### config.mk
export PLATFORM = sky130hd
export DESIGN_NAME = vedic_mac_accumulator
export DESIGN_NICKNAME = d
export VERILOG_FILES = /design/src/rtl/vedic_mac_accumulator.sv
export SDC_FILE = /design/constraint.sdc
export NUM_CORES = 1
export LEC_CHECK = 0
export BUFFER_PORTS_ARGS = -buffer_cell sky130_fd_sc_hd__buf_2
export CAP_MARGIN = 20
export CORE_UTILIZATION = 25
export CTS_CLUSTER_DIAMETER = 60
export DETAILED_ROUTE_END_ITERATION = 12
export PLACE_DENSITY = 0.43
export SLEW_MARGIN = 20
export SYNTH_ARGS = -nofsm -noshare
export SYNTH_HDL_FRONTEND = slang
export SYNTH_SLANG_ARGS = --single-unit
export TNS_END_PERCENT = 50
### constraint.sdc
create_clock -name clk -period 7.4 [get_ports clk]
set_clock_uncertainty 0.1 [all_clocks]
set_input_delay 0.74 -clock clk [delete_from_list [all_inputs] [get_ports clk]]
set_output_delay 0.74 -clock clk [all_outputs]
set_load 0.02 [all_outputs]
### src/rtl/vedic_mac_accumulator.sv
// vedic_mac_accumulator: pipelined MAC stage that registers operand pairs into an
// external vedic_32x32 multiplier and accumulates the returned products per group.
//
// Ports:
//   clk, rst                 rising-edge clock, asynchronous active-high reset
//   in_valid/in_ready        operand stream handshake (in_ready is combinational)
//   in_a, in_b, in_last      operand pair and end-of-group marker
//   mul_a, mul_b             registered operands driven to the multiplier
//   mul_product              combinational product returned by the multiplier
//   out_valid/out_ready      result handshake
//   out_acc                  group sum of products, mod 2^ACC_W
//   out_count                terms in the group, saturating
//   out_overflow             some addition in the group carried out of ACC_W
module vedic_mac_accumulator #(
    parameter int ACC_W = 72,
    parameter int CNT_W = 16
) (
    input  logic             clk,
    input  logic             rst,
    input  logic             in_valid,
    output logic             in_ready,
    input  logic [31:0]      in_a,
    input  logic [31:0]      in_b,
    input  logic             in_last,
    output logic [31:0]      mul_a,
    output logic [31:0]      mul_b,
    input  logic [63:0]      mul_product,
    output logic             out_valid,
    input  logic             out_ready,
    output logic [ACC_W-1:0] out_acc,
    output logic [CNT_W-1:0] out_count,
    output logic             out_overflow
);
    typedef enum logic [1:0] {IDLE, ACCUM, DONE} state_t;

    state_t           state_q, state_d;
    logic [31:0]      mul_a_q, mul_a_d, mul_b_q, mul_b_d;
    logic             s1_valid_q, s1_valid_d, s1_last_q, s1_last_d;
    logic [ACC_W-1:0] acc_q, acc_d, out_acc_q, out_acc_d;
    logic [CNT_W-1:0] cnt_q, cnt_d, out_count_q, out_count_d;
    logic             ovf_q, ovf_d, out_overflow_q, out_overflow_d;
    logic             out_valid_q, out_valid_d;

    logic             accept, first, ovf_next;
    logic [ACC_W-1:0] acc_base;
    logic [ACC_W:0]   sum;
    logic [CNT_W-1:0] cnt_next;

    // Holding off while a last term sits in stage 1 keeps the next group from
    // starting before the current result has been handed over.
    assign in_ready = !rst && state_q != DONE && !(s1_valid_q && s1_last_q);
    assign accept   = in_valid && in_ready;
    assign first    = state_q == IDLE;
    assign acc_base = first ? '0 : acc_q;
    assign sum      = {1'b0, acc_base} + {{(ACC_W - 63){1'b0}}, mul_product};
    assign cnt_next = first ? CNT_W'(1) : (&cnt_q ? cnt_q : cnt_q + CNT_W'(1));
    assign ovf_next = (!first && ovf_q) || sum[ACC_W];

    always_comb begin
        state_d        = state_q;
        mul_a_d        = accept ? in_a : mul_a_q;
        mul_b_d        = accept ? in_b : mul_b_q;
        s1_valid_d     = accept;
        s1_last_d      = accept && in_last;
        acc_d          = acc_q;
        cnt_d          = cnt_q;
        ovf_d          = ovf_q;
        out_acc_d      = out_acc_q;
        out_count_d    = out_count_q;
        out_overflow_d = out_overflow_q;
        out_valid_d    = out_valid_q;
        if (s1_valid_q && s1_last_q) begin
            out_acc_d      = sum[ACC_W-1:0];
            out_count_d    = cnt_next;
            out_overflow_d = ovf_next;
            out_valid_d    = 1'b1;
            state_d        = DONE;
            acc_d          = '0;
            cnt_d          = '0;
            ovf_d          = 1'b0;
        end else if (s1_valid_q) begin
            acc_d   = sum[ACC_W-1:0];
            cnt_d   = cnt_next;
            ovf_d   = ovf_next;
            state_d = ACCUM;
        end
        if (out_valid_q && out_ready) begin
            out_valid_d = 1'b0;
            state_d     = IDLE;
        end
    end

    always_ff @(posedge clk or posedge rst) begin
        if (rst) begin
            state_q        <= IDLE;
            mul_a_q        <= '0;
            mul_b_q        <= '0;
            s1_valid_q     <= 1'b0;
            s1_last_q      <= 1'b0;
            acc_q          <= '0;
            cnt_q          <= '0;
            ovf_q          <= 1'b0;
            out_acc_q      <= '0;
            out_count_q    <= '0;
            out_overflow_q <= 1'b0;
            out_valid_q    <= 1'b0;
        end else begin
            state_q        <= state_d;
            mul_a_q        <= mul_a_d;
            mul_b_q        <= mul_b_d;
            s1_valid_q     <= s1_valid_d;
            s1_last_q      <= s1_last_d;
            acc_q          <= acc_d;
            cnt_q          <= cnt_d;
            ovf_q          <= ovf_d;
            out_acc_q      <= out_acc_d;
            out_count_q    <= out_count_d;
            out_overflow_q <= out_overflow_d;
            out_valid_q    <= out_valid_d;
        end
    end

    assign mul_a        = mul_a_q;
    assign mul_b        = mul_b_q;
    assign out_valid    = out_valid_q;
    assign out_acc      = out_acc_q;
    assign out_count    = out_count_q;
    assign out_overflow = out_overflow_q;
endmodule

==> results of run 1 <==
registers in the layout, summed over array words and instances (netlist names):
register	flops
s1_valid_q	1
cnt_q	16
mul_b	32
out_acc	72
out_overflow	1
out_valid	1
mul_a	32
state_q	2
s1_last_q	1
acc_q	72
out_count	16
ovf_q	1
worst min path at each step:
stage	start	endpoint	slack, ns	cells past startpoint
4_1_cts	out_ready	state_q[1]$_DFFE_PP0P_	0.24	2
6_report	out_ready	state_q[1]$_DFFE_PP0P_	0.28	2
3_3_place_gp	out_count[10]$_DFFE_PP0P_	out_count[10]$_DFFE_PP0P_	0.35	2
3_5_place_dp	out_count[10]$_DFFE_PP0P_	out_count[10]$_DFFE_PP0P_	0.36	2
2_1_floorplan	ovf_q$_DFFE_PP0P_	ovf_q$_DFFE_PP0P_	0.35	2
5_1_grt	out_ready	state_q[1]$_DFFE_PP0P_	0.28	2
power breakdown:
group          internal, mW  switching (mW)  leakage [nW]
clock                  1.14           0.693         0.622
combinational          1.24            2.10          4.47
sequential             1.81           0.244          3.01
total                  4.19            3.03          8.10
per-layer routing:
metal	part of all wire [%]	GRT usage, %	vias up
met5	0.019	0	-
met4	2.6	5.29	2
met1	44	19.3	5593
met3	6.9	4.24	65
li1	-	-	5787
met2	46	24.8	316
cell families (layout without fill, tap and decap cells):
family | count (synthesis) | in the layout | synth area share, %
AOI/OAI and AO/OA | 439 | 439 | 20.0
and+or+nand+nor | 419 | 419 | 13.9
DFF | 247 | 247 | 44.9
buffers and inverters | 174 | 457 | 4.93
xor gates and xnor gates | 75 | 75 | 4.77
muxes | 67 | 67 | 5.45
adders and majority gates | 66 | 66 | 6.05
cells in the final DEF, fill, tap and decap left out, types with 34 or more instances in the layout:
cell	netlist	final
dfrtp_1	247	246
inv_1	91	90
xnor2_1	47	47
o21ai_0	111	111
buf_2	14	287
a21oi_1	86	86
ha_1	65	65
o22ai_1	68	68
nand2_1	158	157
clkbuf_16	0	37
mux2_2	64	64
nor2_1	126	125
a21o_1	34	34
cells in the mapped netlist, types with 5 or more instances:
master and instances:
a31oi_1 18, o21ai_1 17, nand4_1 23, o21ai_0 111
o31ai_1 11, o21a_1 6, a211o_1 8, nor2b_1 9
and2_1 9, xor2_1 28, nand2_1 158, o21bai_1 21
o22ai_1 68, buf_1 5, o211ai_1 6, mux2_2 64
nor3_1 12, nand2b_1 7, ha_1 65, clkbuf_1 63
a21o_1 34, dfrtp_1 247, inv_1 91, a22o_1 6
nand3_1 29, a21oi_1 86, nor2_1 126, buf_2 14
and3_1 18, xnor2_1 47
layout make-up:
type                       instances  area, µm²  share of cell area [%]
multi-input combinational       1066       6930                    40.4
sequential                       247       6180                    36.1
timing repair buffer             299       1540                    9.00
clock buffer                      47        993                    5.80
tap                              696        871                    5.08
inverter                          91        345                    2.02
clock inverter                    20        275                    1.61
stage by stage:
step | instances | total power [mW]
after global routing | 2466 | 7.77
after global placement | 2399 | 5.43
after CTS | 2466 | 7.33
after detailed placement | 2399 | 5.44
final | 2466 | 7.22
after floorplan | 1487 | 4.43
worst max-delay path, cell delays in order (launching register included):
cell	delay, ns
dfrtp_1	0.42
nor2_4	0.12
buf_4	0.45
nor2_1	0.08
ha_1	0.24
fa_1	0.43
a211oi_1	0.29
o21bai_1	0.12
a21oi_1	0.29
o31ai_1	0.20
a221oi_2	0.39
nand4b_1	0.21
nand3_1	0.16
a41oi_1	0.29
xnor2_1	0.17
o22ai_1	0.09
==> summary.txt, run 1 <==
Drt
  – Final wirelength: 42.9 mm
  – Routed WL per cell: 17.4 µm
  – DRC Markers: 0
  – Router iterations before antenna repair: 4
  – Via/cell ratio: 4.77
  – ANT nets after route: 0
  – Initial DRC count: 464
  – Vias: 11,763

Place
  – Final GP Congestion: 0.838
  – Placed Area: 15,900 µm²
  – DP HPWL: 31.3 mm
  – Port bufs: 287
  – Pre-CTS setup slack: 3.19 ns

Floorplanning
  – Die W: 237 µm
  – Starting density of the core: 25.4%
  – Die area: 56,000 µm²
  – Die Ht: 237 µm
  – Core Rows: 85
  – CORE AREA: 54,100 µm²
  – Top Ports: 288

Cells and area
  – Layout net count: 1,941
  – Fill cell count: 5,731
  – Fraction of layout cells with a size suffix above 1: 25.4%
  – ANT cells: 0
  – Final cell utilization of the core: 31.7%
  – Area growth from synthesis to layout: 24.5%
  – Design area: 17,100 µm²

Worst setup path
  – CP endpoint: acc_q[30]$_DFFE_PP0P_
  – Crit. End Element: flop
  – Reg2Reg Launch Point: state_q[1]$_DFFE_PP0P_
  – Req. time, crit path: 7.69 ns
  – R2r setup slk: 3.17 ns
  – Critical path arrival: 4.52 ns
  – Max Fanout on Critical Path: 43
  – WS Path Type: flop to flop
  – Register-to-Register Path Depth: 15
  – FF-to-FF End: acc_q[30]$_DFFE_PP0P_
  – Critical Path Start Type: flop
  – Setup crit start: state_q[1]$_DFFE_PP0P_

Synth
  – Post-Synthesis Cells: 1,487
  – Post-Synthesis Cell Area: 13,800 µm²
  – Largest area contributor in the netlist: dfrtp_1
  – Top-area cell type share of the netlist area: 44.9%
  – Syn. warnings: 0
  – Post-synth EDFFs: 0
  – Predominant post-synthesis flop cell: dfrtp_1
  – Avg Inst Size Synth: 9.26 µm²
  – Sequential share of the synthesized area: 44.9%
  – Post-synthesis net count: 1,686
  – Netlist cell types: 77
  – Asr flop ratio synth: 100%
  – Synth area leaders: dfrtp_1 45%, ha_1 5.9%, mux2_2 5.2%, nand2_1 4.3%, o21ai_0 4.0%
  – #FFs+latches synth: 247

STA
  – Slew margin rel.: 35.2%
  – Fin Setup TNS: 0 ns
  – F_max: 236 MHz
  – Worst Max-Slew Pin Slew: 0.971 ns
  – Setup violation total in the final timing report: 0
  – Final hold vios: 0
  – Final min period: 4.23 ns
  – WHS: 0.284 ns
  – RSZ-0062 raised after global routing: false
  – Setup ws final: 3.17 ns
  – Crit share post-route: 57.1%
  – Final Max Tran Viols: 0

Min path
  – Worst Hold Class: input pin to flop

Pwr
  – Cell Pwr Density: 421 nW/µm²
  – P_leak: 8.10 nW
  – Peak VDD IR: 153 µV

Global route
  – Number of global-route vias before repair: 11,999
  – First-pass GRT wire length: 67.8 mm
  – Initial antenna violation count: 1
  – Grt total ovfl: 0
  – Largest net degree at the start of global routing: 131
  – GRT Overall Usage: 15.3%

Clocking
  – Clk_lat worst skew: 0.56 ns
  – TritonCTS buffer count: 37
  – CTS root buffer: clkbuf_16
  – Hold buffers post-CTS: 0
  – Clock slew at reported path FFs: 0.06 ns
  – Post-CTS Resized: 0
  – CTS sink cnt: 247
  – H-Tree Depth: 2
  – Post-CTS setup buffer count: 0
  – CTS Buffer Depth: 3
  – CTS tree: done

Flow run
  – # Max-Cap Violations: 0

Run status
  – Outcome: finished clean
No activity file was read; power rests on OpenSTA's default activity.
==> inputs of run 2 (changes only) <==
Settings changed: PLACE_DENSITY 0.43 to 0.42.
Clock period 7.4 ns to 3.9 ns, I/O delays scaled along.
==> run 2 against run 1 <==
Against the previous run: cell count grew 4.0%; wire length grew 3.4%; power grew 93%; core utilization grew 2.0 points; critical path type unchanged; highest routed layer is now met4; hold slack lost 0.24 ns; cell area grew 6.2%; die area is the same.
==> summary.txt, run 2 (same netlist as run 1, synthesis figures left out) <==
Run status
  – Outcome: finished clean (unchanged)

Cells and area
  – Non-Filler Instances: 2,564 (was 2,466)
  – Fraction of layout cells with a size suffix above 1: 27.1% (was 25.4%)
  – ANT cells: 0 (unchanged)
  – Area growth from synthesis to layout: 32.2% (was 24.5%)
  – Most frequent cells in the layout: 287 x buf_2, 246 x dfrtp_1, 155 x nand2_1, 123 x nor2_1, 111 x o21ai_0 (was 287 x buf_2, 246 x dfrtp_1, 157 x nand2_1, 125 x nor2_1, 111 x o21ai_0)
  – Commonest non-fill, non-tap cell in the layout: buf_2 (unchanged)
  – Fill cell count: 5,664 (was 5,731)
  – Layout net count: 2,045 (was 1,941)

Global route
  – Grt total ovfl: 0 (unchanged)
  – Initial antenna violation count: 1 (unchanged)
  – Largest net degree at the start of global routing: 91 (was 131)
  – Number of global-route vias before repair: 12,648 (was 11,999)
  – GRT Overall Usage: 16.0% (was 15.3%)
  – First-pass GRT wire length: 71.0 mm (was 67.8 mm)

Pwr
  – Cell Pwr Density: 766 nW/µm² (was 421 nW/µm²)
  – Peak VDD IR: 305 µV (was 153 µV)
  – P_leak: 8.55 nW (was 8.10 nW)

Drt
  – ANT nets after route: 0 (unchanged)
  – Via/cell ratio: 4.74 (was 4.77)
  – Initial DRC count: 475 (was 464)
  – Vias: 12,159 (was 11,763)
  – Router iterations before antenna repair: 4 (unchanged)
  – Routed WL per cell: 17.3 µm (was 17.4 µm)
  – Final wirelength: 44.4 mm (was 42.9 mm)
  – DRC Markers: 0 (unchanged)

STA
  – Final hold vios: 0 (unchanged)
  – WHS: 0.0437 ns (was 0.284 ns)
  – RSZ-0062 raised after global routing: true (was false)
  – Worst Max-Slew Pin Slew: 0.882 ns (was 0.971 ns)
  – Setup violation total in the final timing report: 0 (unchanged)
  – F_max: 269 MHz (was 236 MHz)
  – Slew margin rel.: 41.1% (was 35.2%)
  – Crit share post-route: 95.3% (was 57.1%)
  – Final Max Tran Viols: 0 (unchanged)
  – Final min period: 3.72 ns (was 4.23 ns)

Place
  – Final GP Congestion: 0.855 (was 0.838)
  – Inst Count DP: 2,435 (was 2,399)
  – Port bufs: 287 (unchanged)
  – DP HPWL: 32.9 mm (was 31.3 mm)

Clocking
  – H-Tree Depth: 2 (unchanged)
  – CTS sink cnt: 247 (unchanged)
  – CTS tree: done (unchanged)
  – CTS Buffer Depth: 3 (unchanged)
  – Clock slew at reported path FFs: 0.06 ns (about the same)
  – TritonCTS buffer count: 37 (unchanged)
  – CTS root buffer: clkbuf_16 (unchanged)
  – Clk_lat worst skew: 0.55 ns (was 0.56 ns)

Worst setup path
  – Crit. End Element: flop (unchanged)
  – Max Fanout on Critical Path: 21 (was 43)
  – WS Path Type: flop to flop (unchanged)
  – Critical Path Start Type: flop (unchanged)
  – R2r setup slk: 0.18 ns (was 3.17 ns)
  – Critical path arrival: 4.06 ns (was 4.52 ns)
  – Req. time, crit path: 4.24 ns (was 7.69 ns)

Floorplanning
  – Die Ht: 237 µm (unchanged)
  – CORE AREA: 54,100 µm² (unchanged)
  – Die area: 56,000 µm² (unchanged)
  – Die W: 237 µm (unchanged)
  – Core Rows: 85 (unchanged)
  – Top Ports: 288 (unchanged)
  – Starting density of the core: 25.4% (unchanged)

Min path
  – Worst Hold Class: input pin to flop (unchanged)

Flow run
  – # Max-Cap Violations: 0 (unchanged)
run 2: changes by cell type in the layout (fill, tap and decap cells not counted), moves of 4 or more:
cell	previous run	this run
buf_12	1	7
ha_2	0	4
dlygate4sd3_1	0	66
ha_1	65	60
buf_4	10	42
run 2: repair_timing:
action | CTS | global route
hold buffers | 66 | 0
pin swaps | 1 | 8
gates resized for setup | 2 | 28
buffers inserted | 0 | 2
endpoints found under the hold margin | 97 | 0
endpoints found under the setup margin | 1 | 36
run 2: cell type report:
class,instances,area (µm²),area share [%]
multi-input combinational,1066,7060,38.8
sequential,247,6180,34.0
timing repair buffer,403,2560,14.1
clock buffer,46,990,5.44
tap,696,871,4.79
inverter,91,345,1.90
clock inverter,15,178,0.977
run 2: worst max-delay path: stages, from the launching register on:
cell      delay (ns)
dfrtp_1         0.42
nor2_4          0.19
buf_12          0.18
buf_12          0.16
nor2_1          0.05
ha_2            0.40
nand3_2         0.14
nor3_4          0.27
nand3_1         0.11
nand3_1         0.14
a21boi_2        0.19
a311o_1         0.21
nand2_2         0.13
a31o_4          0.30
or2_1           0.27
o41ai_2         0.33
run 2: per-layer routing:
metal  GRT usage, %  routed length [µm]  up-vias  share of wire (%)
li1               -                   -     6000                  -
met5              0                   0        -                  0
met2           26.8               21100      306                 47
met1           20.0               19500     5795                 44
met4           5.29                1190        0                2.7
met3           3.89                2620       58                5.9
run 2: final timing paths:
check                           depth (start not counted)                       to               startpoint
worst min-delay path                                    2    mul_a[10]$_DFFE_PP0P_                 in_a[10]
worst min register to register                          2  out_acc[44]$_DFFE_PP0P_  out_acc[44]$_DFFE_PP0P_
max in group asynchronous                               4    mul_a[16]$_DFFE_PP0P_                      rst
worst max register to register                         15    acc_q[71]$_DFFE_PP0P_   state_q[1]$_DFFE_PP0P_
worst max-delay path                                   15    acc_q[71]$_DFFE_PP0P_   state_q[1]$_DFFE_PP0P_
min in group asynchronous                               3    mul_b[16]$_DFFE_PP0P_                      rst
run 2: where the power goes:
group | total (mW) | switching (mW) | internal [mW]
sequential | 3.91 | 0.475 | 3.43
combinational | 6.77 | 4.12 | 2.65
clock | 3.26 | 1.26 | 2.00
run 2: per-stage QoR:
stage	setup slack, ns	utilization (%)	power (mW)	instance area, µm²	setup TNS, ns
6_report	0.182	33.6	13.9	18200	0
5_1_grt	-0.0823	33.6	15.0	18200	-0.131
4_1_cts	0.0269	33.3	14.0	18000	0
3_5_place_dp	-0.000937	29.9	10.6	16200	-0.000937
3_3_place_gp	0.0734	29.9	10.6	16200	0
2_1_floorplan	-0.0118	-	8.41	13800	-0.0118
==> inputs of run 3 (changes only) <==
Settings changed: CELL_PAD_IN_SITES_DETAIL_PLACEMENT from default to 1, CELL_PAD_IN_SITES_GLOBAL_PLACEMENT from default to 2, GPL_ROUTABILITY_DRIVEN from default to 0, PLACE_DENSITY 0.42 to 0.62.
==> run 3 against run 2 <==
Against the previous run: via count increased by 2.2%; clock-buffer cell count up 3; wire length rose by 8.7%; hold slack better by 0.12 ns; core utilization rose by 0.64 points; cell count is 0.78% higher; critical endpoint is now acc_q[61]$_DFFE_PP0P_; largest power group unchanged; highest routed layer unchanged.
==> summary.txt, run 3 (same netlist as run 1, synthesis figures left out) <==
Cells and area
  – Area growth from synthesis to layout: 34.7% (was 32.2%)
  – Fraction of layout cells with a size suffix above 1: 28.7% (was 27.1%)
  – Footprint of the multi-input gates: 7140 µm² (was 7060 µm²)
  – Sequential cell area: 6180 µm² (unchanged)
  – Fill cell count: 6,286 (was 5,664)
  – Commonest non-fill, non-tap cell in the layout: buf_2 (unchanged)
  – Most frequent cells in the layout: 287 x buf_2, 246 x dfrtp_1, 154 x nand2_1, 122 x nor2_1, 107 x o21ai_0 (was 287 x buf_2, 246 x dfrtp_1, 155 x nand2_1, 123 x nor2_1, 111 x o21ai_0)
  – Layout net count: 2,057 (was 2,045)

Clocking
  – CTS root buffer: clkbuf_16 (unchanged)
  – Clock slew at reported path FFs: 0.06 ns (about the same)
  – Clk_lat worst skew: 0.57 ns (was 0.55 ns)
  – H-Tree Depth: 2 (unchanged)
  – CTS tree: done (unchanged)
  – TritonCTS buffer count: 39 (was 37)
  – CTS Buffer Depth: 3 (unchanged)
  – CTS sink cnt: 247 (unchanged)

Global route
  – GRT Overall Usage: 17.4% (was 16.0%)
  – First-pass GRT wire length: 77.6 mm (was 71.0 mm)
  – Largest net degree at the start of global routing: 85 (was 91)
  – Number of global-route vias before repair: 13,545 (was 12,648)
  – Grt total ovfl: 0 (unchanged)
  – Initial antenna violation count: 1 (unchanged)

Pwr
  – Cell Pwr Density: 785 nW/µm² (was 766 nW/µm²)
  – Overall power: 14.6 mW (was 13.9 mW)
  – Peak VDD IR: 378 µV (was 305 µV)
  – P_leak: 8.69 nW (was 8.55 nW)

Worst setup path
  – Critical path arrival: 4.13 ns (was 4.06 ns)
  – Crit-path slowest cell: dfrtp_1 (unchanged)
  – Critical Path Start Type: flop (unchanged)
  – Most frequent CP cell: nand4_1
  – Largest delay share family, worst path: compound AO/OA/AOI/OAI gates (was simple AND/OR/NAND/NOR gates)
  – Max Fanout on Critical Path: 22 (was 21)
  – Req. time, crit path: 4.22 ns (was 4.24 ns)
  – CP max stage delay: 0.43 ns (was 0.42 ns)
  – Worst path bufs/invs: 2 (unchanged)
  – WS Path Type: flop to flop (unchanged)
  – Crit. End Element: flop (unchanged)
  – Cell Chain, Critical Path: nor2_4 > buf_12 > nor2_1 > ha_1 > nand3_2 > nor3_2 > nand4_1 > nand4_1 > a31oi_1 > buf_4 > o31a_1 > o31ai_2 > a21oi_1 > xor2_1 > o22ai_1 (was nor2_4 > buf_12 > buf_12 > nor2_1 > ha_2 > nand3_2 > nor3_4 > nand3_1 > nand3_1 > a21boi_2 > a311o_1 > nand2_2 > a31o_4 > or2_1 > o41ai_2)

STA
  – Setup ws final: 0.0925 ns (was 0.182 ns)
  – Slew margin rel.: 38.5% (was 41.1%)
  – F_max: 263 MHz (was 269 MHz)
  – Worst Max-Slew Pin Slew: 0.923 ns (was 0.882 ns)
  – Final hold vios: 0 (unchanged)
  – Crit share post-route: 97.6% (was 95.3%)
  – RSZ-0062 raised after global routing: true (unchanged)
  – Final Max Tran Viols: 0 (unchanged)
  – Final min period: 3.81 ns (was 3.72 ns)
  – Fin Setup TNS: 0 ns (unchanged)
  – Setup violation total in the final timing report: 0 (unchanged)

Drt
  – DRC Markers: 0 (unchanged)
  – ANT nets after route: 0 (unchanged)
  – Final wirelength: 48.3 mm (was 44.4 mm)
  – Initial DRC count: 412 (was 475)
  – Router iterations before antenna repair: 5 (was 4)
  – Routed WL per cell: 18.7 µm (was 17.3 µm)
  – Via/cell ratio: 4.81 (was 4.74)
  – Vias: 12,429 (was 12,159)

Floorplanning
  – Core Rows: 85 (unchanged)
  – Starting density of the core: 25.4% (unchanged)
  – Die W: 237 µm (unchanged)
  – Die Ht: 237 µm (unchanged)
  – Top Ports: 288 (unchanged)
  – Die area: 56,000 µm² (unchanged)
  – CORE AREA: 54,100 µm² (unchanged)

Place
  – Port bufs: 287 (unchanged)
  – Pre-CTS setup slack: -0.218 ns (was -0.000937 ns)
  – DP HPWL: 35.5 mm (was 32.9 mm)

Flow run
  – # Max-Cap Violations: 0 (unchanged)

Run status
  – Outcome: finished clean (unchanged)

Min path
  – Worst Hold Class: input pin to flop (unchanged)
-- run 3: cell types whose count changed in the layout (fill, tap and decap cells not counted), moves of 3 or more --
cell	previous run	this run
ha_1	60	54
ha_2	4	11
a21oi_1	84	81
buf_4	42	49
o21ai_1	16	20
o21ai_0	111	107
-- run 3: repair_timing --
| item | CTS | global route |
|---|---|---|
| buffers inserted | 0 | 3 |
| hold buffers | 68 | 0 |
| pin swaps | 1 | 9 |
| setup endpoints to repair | 22 | 58 |
| resized for setup | 9 | 44 |
| endpoints found under the hold margin | 106 | 0 |
-- run 3: worst paths after layout --
| path | from | slack [ns] | cells past startpoint | end |
|---|---|---|---|---|
| worst max-delay path | state_q[1]$_DFFE_PP0P_ | 0.09 | 15 | acc_q[61]$_DFFE_PP0P_ |
| worst min register to register | out_acc[19]$_DFFE_PP0P_ | 0.37 | 2 | out_acc[19]$_DFFE_PP0P_ |
| min in group asynchronous | rst | 0.28 | 3 | s1_last_q$_DFF_PP0_ |
| max in group asynchronous | rst | 2.63 | 4 | out_acc[43]$_DFFE_PP0P_ |
| worst max register to register | state_q[1]$_DFFE_PP0P_ | 0.09 | 15 | acc_q[61]$_DFFE_PP0P_ |
| worst min-delay path | mul_product[0] | 0.16 | 4 | acc_q[0]$_DFFE_PP0P_ |
-- run 3: metrics by stage --
| step | area, µm² | cells | hold WS (ns) | util [%] |
|---|---|---|---|---|
| 5_1_grt | 18500 | 2583 | 0.186 | 34.2 |
| 6_report | 18500 | 2584 | 0.160 | 34.3 |
| 3_3_place_gp | 16200 | 2441 | 0.358 | 30.0 |
| 2_1_floorplan | 13800 | 1487 | 0.349 | - |
| 4_1_cts | 18300 | 2579 | 0.120 | 33.8 |
| 3_5_place_dp | 16200 | 2441 | 0.367 | 30.0 |
-- run 3: metal layers --
metal | wire length (µm) | global-route usage (%) | vias to the layer above
li1 | - | - | 6019
met1 | 21800 | 22.5 | 6090
met2 | 22800 | 28.9 | 262
met3 | 2830 | 4.21 | 58
met4 | 865 | 4.49 | 0
met5 | 0 | 0 | -
-- run 3: final cells by class --
type	count	area share, %
multi-input combinational	1066	38.5
timing repair buffer	413	14.3
antenna	1	0.0135
sequential	247	33.4
inverter	91	1.86
tap	696	4.70
clock inverter	21	1.53
clock buffer	49	5.68
-- run 3: worst min-delay path: stages --
cell and delay, ns:
buf_2 0.09, ha_1 0.12, inv_1 0.05, o22ai_1 0.11
-- run 3: power breakdown --
part           switching [mW]  internal (mW)  leakage (nW)
Combinational            4.33           2.75          5.03
Clock                    1.38           2.22         0.655
Sequential              0.448           3.43          3.01
Total                    6.15           8.41          8.69
